File: config.mk
export PLATFORM = sky130hd
export DESIGN_NAME = id_ex_stage
export DESIGN_NICKNAME = d
export VERILOG_FILES = /design/src/rtl/pipeline_pkg.sv /design/src/rtl/id_ex_stage_hazard_detect.sv /design/src/rtl/id_ex_stage.sv
export SDC_FILE = /design/constraint.sdc
export NUM_CORES = 1
export LEC_CHECK = 0
export ABC_AREA = 1
export CELL_PAD_IN_SITES_DETAIL_PLACEMENT = 1
export CELL_PAD_IN_SITES_GLOBAL_PLACEMENT = 1
export CORE_UTILIZATION = 29
export CTS_CLUSTER_DIAMETER = 150
export CTS_CLUSTER_SIZE = 14
export DETAILED_ROUTE_END_ITERATION = 8
export PLACE_DENSITY = 0.95
export SYNTH_ARGS = -nofsm -noshare
export SYNTH_HDL_FRONTEND = slang
export SYNTH_SLANG_ARGS = --single-unit
export TNS_END_PERCENT = 10
File: constraint.sdc
create_clock -name clk -period 4 [get_ports clk]
set_clock_uncertainty 0.05 [all_clocks]
set_input_delay 0.6 -clock clk [delete_from_list [all_inputs] [get_ports clk]]
set_output_delay 0.6 -clock clk [all_outputs]
set_load 0.03 [all_outputs]
File: src/rtl/pipeline_pkg.sv
// Shared pipeline definitions: decoded control bundle, NOP encoding, ALU/funct2 codes
// and the source-operand usage rules used by hazard detection.
package pipeline_pkg;

    // Field order matches the control_unit output bundle, MSB first.
    typedef struct packed {
        logic [1:0] alu_op;
        logic       mem_to_reg;
        logic       branch;
        logic       byte_enable;
        logic       mem_read;
        logic       mem_write;
        logic       reg_src;
        logic       alu_src;
        logic       reg_write;
        logic       cmp;
        logic       blt;
        logic       bge;
        logic       jmp;
    } ctrl_t;

    localparam ctrl_t CTRL_NOP = '0;

    localparam logic [1:0] ALUOP_ADD   = 2'b00;
    localparam logic [1:0] ALUOP_SUB   = 2'b01;
    localparam logic [1:0] ALUOP_FUNCT = 2'b10;
    localparam logic [1:0] ALUOP_CMP   = 2'b11;

    localparam logic [1:0] FUNCT2_ADDP = 2'b00;
    localparam logic [1:0] FUNCT2_SUBP = 2'b01;
    localparam logic [1:0] FUNCT2_MULP = 2'b10;
    localparam logic [1:0] FUNCT2_DIVP = 2'b11;

    localparam int         OPCODE_W    = 4;
    localparam logic [3:0] OPC_RTYPE   = 4'h0;
    localparam logic [3:0] OPC_ADDIP   = 4'h1;
    localparam logic [3:0] OPC_LW      = 4'h2;
    localparam logic [3:0] OPC_SW      = 4'h3;
    localparam logic [3:0] OPC_BLT     = 4'h4;
    localparam logic [3:0] OPC_BGE     = 4'h5;
    localparam logic [3:0] OPC_JMP     = 4'h6;

    // Jumps take their target from the immediate, so rs1 is never read.
    function automatic logic uses_rs1(input logic jmp);
        return ~jmp;
    endfunction

    // rs2 is read by R-type ops, stores (data) and compare-branches.
    function automatic logic uses_rs2(input logic alu_src, input logic mem_write,
                                      input logic blt, input logic bge);
        return ~alu_src | mem_write | blt | bge;
    endfunction

endpackage

File: src/rtl/id_ex_stage_hazard_detect.sv
// Combinational load-use detector: the instruction in ID reads the register
// that a load currently in EX will only produce after memory access.
module hazard_detect
    import pipeline_pkg::*;
#(
    parameter int REG_AW = 4
) (
    input  logic              id_valid,
    input  logic              id_jmp,
    input  logic              id_alu_src,
    input  logic              id_mem_write,
    input  logic              id_blt,
    input  logic              id_bge,
    input  logic [REG_AW-1:0] id_rs1,
    input  logic [REG_AW-1:0] id_rs2,
    input  logic              ex_valid,
    input  logic              ex_mem_read,
    input  logic [REG_AW-1:0] ex_rd,
    output logic              lu
);

    logic ex_load;
    logic hit_rs1;
    logic hit_rs2;

    // Register 0 is hardwired to zero, so a load targeting it never creates a dependency.
    assign ex_load = ex_valid & ex_mem_read & (ex_rd != '0);
    assign hit_rs1 = uses_rs1(id_jmp) & (id_rs1 == ex_rd);
    assign hit_rs2 = uses_rs2(id_alu_src, id_mem_write, id_blt, id_bge) & (id_rs2 == ex_rd);
    assign lu      = id_valid & ex_load & (hit_rs1 | hit_rs2);

endmodule

File: src/rtl/id_ex_stage.sv
// ID->EX pipeline register with load-use bubble insertion, flush, EX-busy hold
// and a saturating count of inserted bubbles.
module id_ex_stage
    import pipeline_pkg::*;
#(
    parameter int DATA_W = 32,
    parameter int PC_W   = 32,
    parameter int REG_AW = 4,
    parameter int CNT_W  = 16
) (
    input  logic              clk,
    input  logic              rst_n,
    input  logic              id_valid_i,
    input  ctrl_t             id_ctrl_i,
    input  logic [1:0]        id_funct2_i,
    input  logic [REG_AW-1:0] id_rs1_i,
    input  logic [REG_AW-1:0] id_rs2_i,
    input  logic [REG_AW-1:0] id_rd_i,
    input  logic [DATA_W-1:0] id_rd1_i,
    input  logic [DATA_W-1:0] id_rd2_i,
    input  logic [DATA_W-1:0] id_imm_i,
    input  logic [PC_W-1:0]   id_pc_i,
    input  logic              flush_i,
    input  logic              ex_busy_i,
    output logic              stall_o,
    output logic              ex_valid_o,
    output ctrl_t             ex_ctrl_o,
    output logic [1:0]        ex_funct2_o,
    output logic [REG_AW-1:0] ex_rs1_o,
    output logic [REG_AW-1:0] ex_rs2_o,
    output logic [REG_AW-1:0] ex_rd_o,
    output logic [DATA_W-1:0] ex_rd1_o,
    output logic [DATA_W-1:0] ex_rd2_o,
    output logic [DATA_W-1:0] ex_imm_o,
    output logic [PC_W-1:0]   ex_pc_o,
    output logic [CNT_W-1:0]  bubble_cnt_o
);

    logic lu;
    logic kill;

    hazard_detect #(.REG_AW(REG_AW)) u_hazard (
        .id_valid     (id_valid_i),
        .id_jmp       (id_ctrl_i.jmp),
        .id_alu_src   (id_ctrl_i.alu_src),
        .id_mem_write (id_ctrl_i.mem_write),
        .id_blt       (id_ctrl_i.blt),
        .id_bge       (id_ctrl_i.bge),
        .id_rs1       (id_rs1_i),
        .id_rs2       (id_rs2_i),
        .ex_valid     (ex_valid_o),
        .ex_mem_read  (ex_ctrl_o.mem_read),
        .ex_rd        (ex_rd_o),
        .lu           (lu)
    );

    // Upstream handshake: stall_o=1 means IF/ID must hold its instruction this cycle;
    // ex_valid_o=1 means EX holds a real instruction. A flush overrides both hold sources,
    // and a busy EX masks lu, which is re-evaluated once busy drops.
    assign stall_o = ~flush_i & (ex_busy_i | lu);
    assign kill    = flush_i | (~ex_busy_i & lu);

    always_ff @(posedge clk) begin
        if (!rst_n || kill) begin
            ex_valid_o  <= 1'b0;
            ex_ctrl_o   <= CTRL_NOP;
            ex_funct2_o <= '0;
            ex_rs1_o    <= '0;
            ex_rs2_o    <= '0;
            ex_rd_o     <= '0;
            ex_rd1_o    <= '0;
            ex_rd2_o    <= '0;
            ex_imm_o    <= '0;
            ex_pc_o     <= '0;
        end else if (!ex_busy_i) begin
            ex_valid_o  <= id_valid_i;
            // An empty ID slot must never carry write enables into EX.
            ex_ctrl_o   <= id_valid_i ? id_ctrl_i : CTRL_NOP;
            ex_funct2_o <= id_funct2_i;
            ex_rs1_o    <= id_rs1_i;
            ex_rs2_o    <= id_rs2_i;
            ex_rd_o     <= id_rd_i;
            ex_rd1_o    <= id_rd1_i;
            ex_rd2_o    <= id_rd2_i;
            ex_imm_o    <= id_imm_i;
            ex_pc_o     <= id_pc_i;
        end
    end

    always_ff @(posedge clk) begin
        if (!rst_n) begin
            bubble_cnt_o <= '0;
        end else if (kill && (bubble_cnt_o != {CNT_W{1'b1}})) begin
            bubble_cnt_o <= bubble_cnt_o + CNT_W'(1);
        end
    end

endmodule

==> summary.md <==
| Metric | Value |
|---|---|
| Synth cell types | `24` |
| First-pass GRT wire length | `35.9 mm` |
| Layout area overhead | `62.0%` |
| I/O pin count | `335` |
| NumNets Final | `1,322` |
| Initial antenna violation count | `0` |
| Critical path fanouts, max | `2` |
| Share of layout cells above drive strength 1 | `4.27%` |
| Routed vias | `6,839` |
| Worst setup SP type | `input port` |
| Req. time, crit path | `3.35 ns` |
| CTS tree | `built` |
| Longest Clk Path Bufs | `2` |
| Fill count | `2,661` |
| Clock transition at the registers of the reported paths | `0.06 ns` |
| # DRC | `0` |
| Post-synthesis cell count | `860` |
| Die boundary width | `152 µm` |
| Pins over their slew limit | `0` |
| DP Wirelength | `17.6 mm` |
| Final Hold Viols | `0` |
| Total CTS buffers | `17` |
| Total global routing overflow | `0` |
| Final Hold Slack | `0.413 ns` |
| Minimum clock period | `3.14 ns` |
| Rows | `54` |
| Max Freq | `318 MHz` |
| Vias in the first global route | `6,961` |
| Antenna viol nets, final | `0` |
| Synthesized flop and latch total | `173` |
| Clock Latency Late Sink | `0.42 ns` |
| Worst rel slew slack | `28.7%` |
| Routability Congestion | `0.804` |
| CTS Sinks | `173` |
| Total core area | `21,900 µm²` |
| Antenna cell count | `0` |
| Unrepaired setup endpoints after global routing | `false` |
| Syn Std Cell Area | `6490 µm²` |
| Status | `complete, no violations` |
| Post-cts gate resize count | `0` |
| Worst-margin pin slew | `1.07 ns` |
| Setup TNS | `0 ns` |
| Critical Path AT | `2.49 ns` |
| Vias per inst | `4.71` |
| WL/cell | `16.7 µm` |
| Crit end category | `output pin` |
| Cell area power density | `382 nW/µm²` |
| Largest net degree at the start of global routing | `88` |
| Worst vdd ir | `0.225 mV` |
| Syn Nets | `1,022` |
| Min-delay worst type | `flip-flop to flip-flop` |
| Max-Cap Viols | `0` |
| Die Ht | `152 µm` |
| Port bufs | `334` |
| Total Routed Length | `24.2 mm` |
| 1st-pass router iterations | `4` |
| # Post-CTS Setup Buffers | `0` |
| Lkg Pwr | `3.95 nW` |
| Sequential area share after synthesis | `53.4%` |
| Ys Warns | `0` |
| Initial drt markers | `226` |
| Period utilization | `78.6%` |
| GR Util All Layers | `20.2%` |
| Die area | `23,000 µm²` |
| Cts hold-fix bufs | `0` |
| Syn_area_per_cell | `7.55 µm²` |
| Crit Path Class | `input port to output pin` |
| Starting Density | `29.7%` |
| Final Setup Violations | `0` |
| Root Driver | `clkbuf_16` |
| H-tree depth | `4` |
[flip-flops by register name, indices dropped and copies added (netlist names)]
name and cells:
ex_valid_o 1, ex_imm_o 32, ex_rd2_o 32, ex_funct2_o 2
ex_rs1_o 4, ex_rd1_o 32, ex_pc_o 32, bubble_cnt_o 16
ex_rs2_o 4, ex_rd_o 4, ex_ctrl_o 14
[per-stage QoR]
stage               util, %  cell area (µm²)  setup WS [ns]  instances  total power, mW
floorplan                 -             6490           1.84        860             2.10
global placement       45.5             9950          0.858       1421             2.40
detailed placement     45.5             9950          0.877       1421             2.42
CTS                    48.0            10500          0.865       1451             4.07
global route           48.0            10500          0.695       1451             4.18
finish                 48.0            10500          0.857       1451             4.02
[critical path, cell delays in order]
cell and delay, ns:
clkdlybuf4s50_1 0.48, inv_1 0.06, nand2_1 0.05, nand2_1 0.05, nor2_1 0.18, nand3_1 0.10
nand2_1 0.10, nand2_1 0.06, a21oi_1 0.12, clkdlybuf4s50_1 0.69
[power by group]
group / internal (mW) / switching (mW)
registers: 1.77 / 0.0306
logic: 0.274 / 0.300
clock network: 0.888 / 0.753
[cell usage after synthesis]
master / n / area, µm²
nand2_1: 331 / 1240
dfxtp_1: 173 / 3460
a21oi_1: 151 / 756
nor2_1: 56 / 210
clkbuf_1: 32 / 120
inv_1: 24 / 90.1
nand3_1: 22 / 110
buf_4: 17 / 128
a22oi_1: 14 / 105
o21ai_0: 8 / 40.0
buf_2: 7 / 35.0
inv_2: 6 / 22.5
buf_6: 2 / 22.5
nand3_2: 2 / 20.0
nand3b_1: 2 / 15.0
nand4_1: 2 / 12.5
nor2_4: 2 / 22.5
nor3_1: 2 / 10.0
xnor2_1: 2 / 17.5
a31oi_1: 1 / 6.26
ha_1: 1 / 12.5
nand2_2: 1 / 6.26
nand3_4: 1 / 17.5
nor2_2: 1 / 6.26
[cell usage in the layout (no fill, tap or decap)]
cell             count
o21ai_0              8
inv_2                6
inv_1               23
nand2_1            331
nor2_4               2
nand4_1              2
ha_1                 1
clkdlybuf4s50_1    333
clkbuf_8             1
a21oi_1            151
xnor2_1              2
a22oi_1             14
clkinv_4             2
inv_4                1
nand3_1             22
bufinv_16            1
nor3_1               2
nand3_4              2
nor2_2               1
inv_6                6
nor2_1              56
dfxtp_1            173
a31oi_1              1
nand2_2              1
inv_8                1
nand3_2              1
nand3b_1             2
clkinvlp_4           2
buf_4                4
clkbuf_16           17
buf_12               2
[path summary, 6_finish.rpt]
kind	from	to	slack (ns)	depth (start not counted)
hold reg to reg	ex_rd1_o[9]	ex_rd1_o[9]	0.41	2
setup / recovery	id_rs2_i[1]	stall_o	0.86	10
setup reg to reg	ex_rd_o[1]	bubble_cnt_o[15]	1.47	11
hold / removal	ex_rd1_o[9]	ex_rd1_o[9]	0.41	2
[final cells by class]
| class | instances | area [µm²] | share of cell area (%) |
|---|---|---|---|
| Clock buffer | 18 | 439 | 4.18 |
| Timing Repair Buffer | 339 | 3400 | 32.4 |
| Inverter | 30 | 115 | 1.09 |
| Multi-Input combinational cell | 599 | 2620 | 24.9 |
| Tap cell | 280 | 350 | 3.33 |
| Sequential cell | 173 | 3460 | 32.9 |
| Clock inverter | 12 | 126 | 1.20 |
[cells by family after synthesis]
family	Yosys count	share of synthesized area [%]
xor+xnor	2	0.270
fa+ha+maj	1	0.193
flops	173	53.4
simple gates	422	25.8
buf+inv	88	6.44
compound gates	174	14.0
[routing by layer]
metal  global-route usage (%)  vias to the layer above  share of wire [%]
li1                         -                     3342                  -
met1                     22.9                     3259                 41
met2                     35.4                      205                 50
met3                     6.86                       33                6.1
met4                     6.78                        0                2.4
met5                        0                        -                  0
No activity file was read; power rests on OpenSTA's default activity.
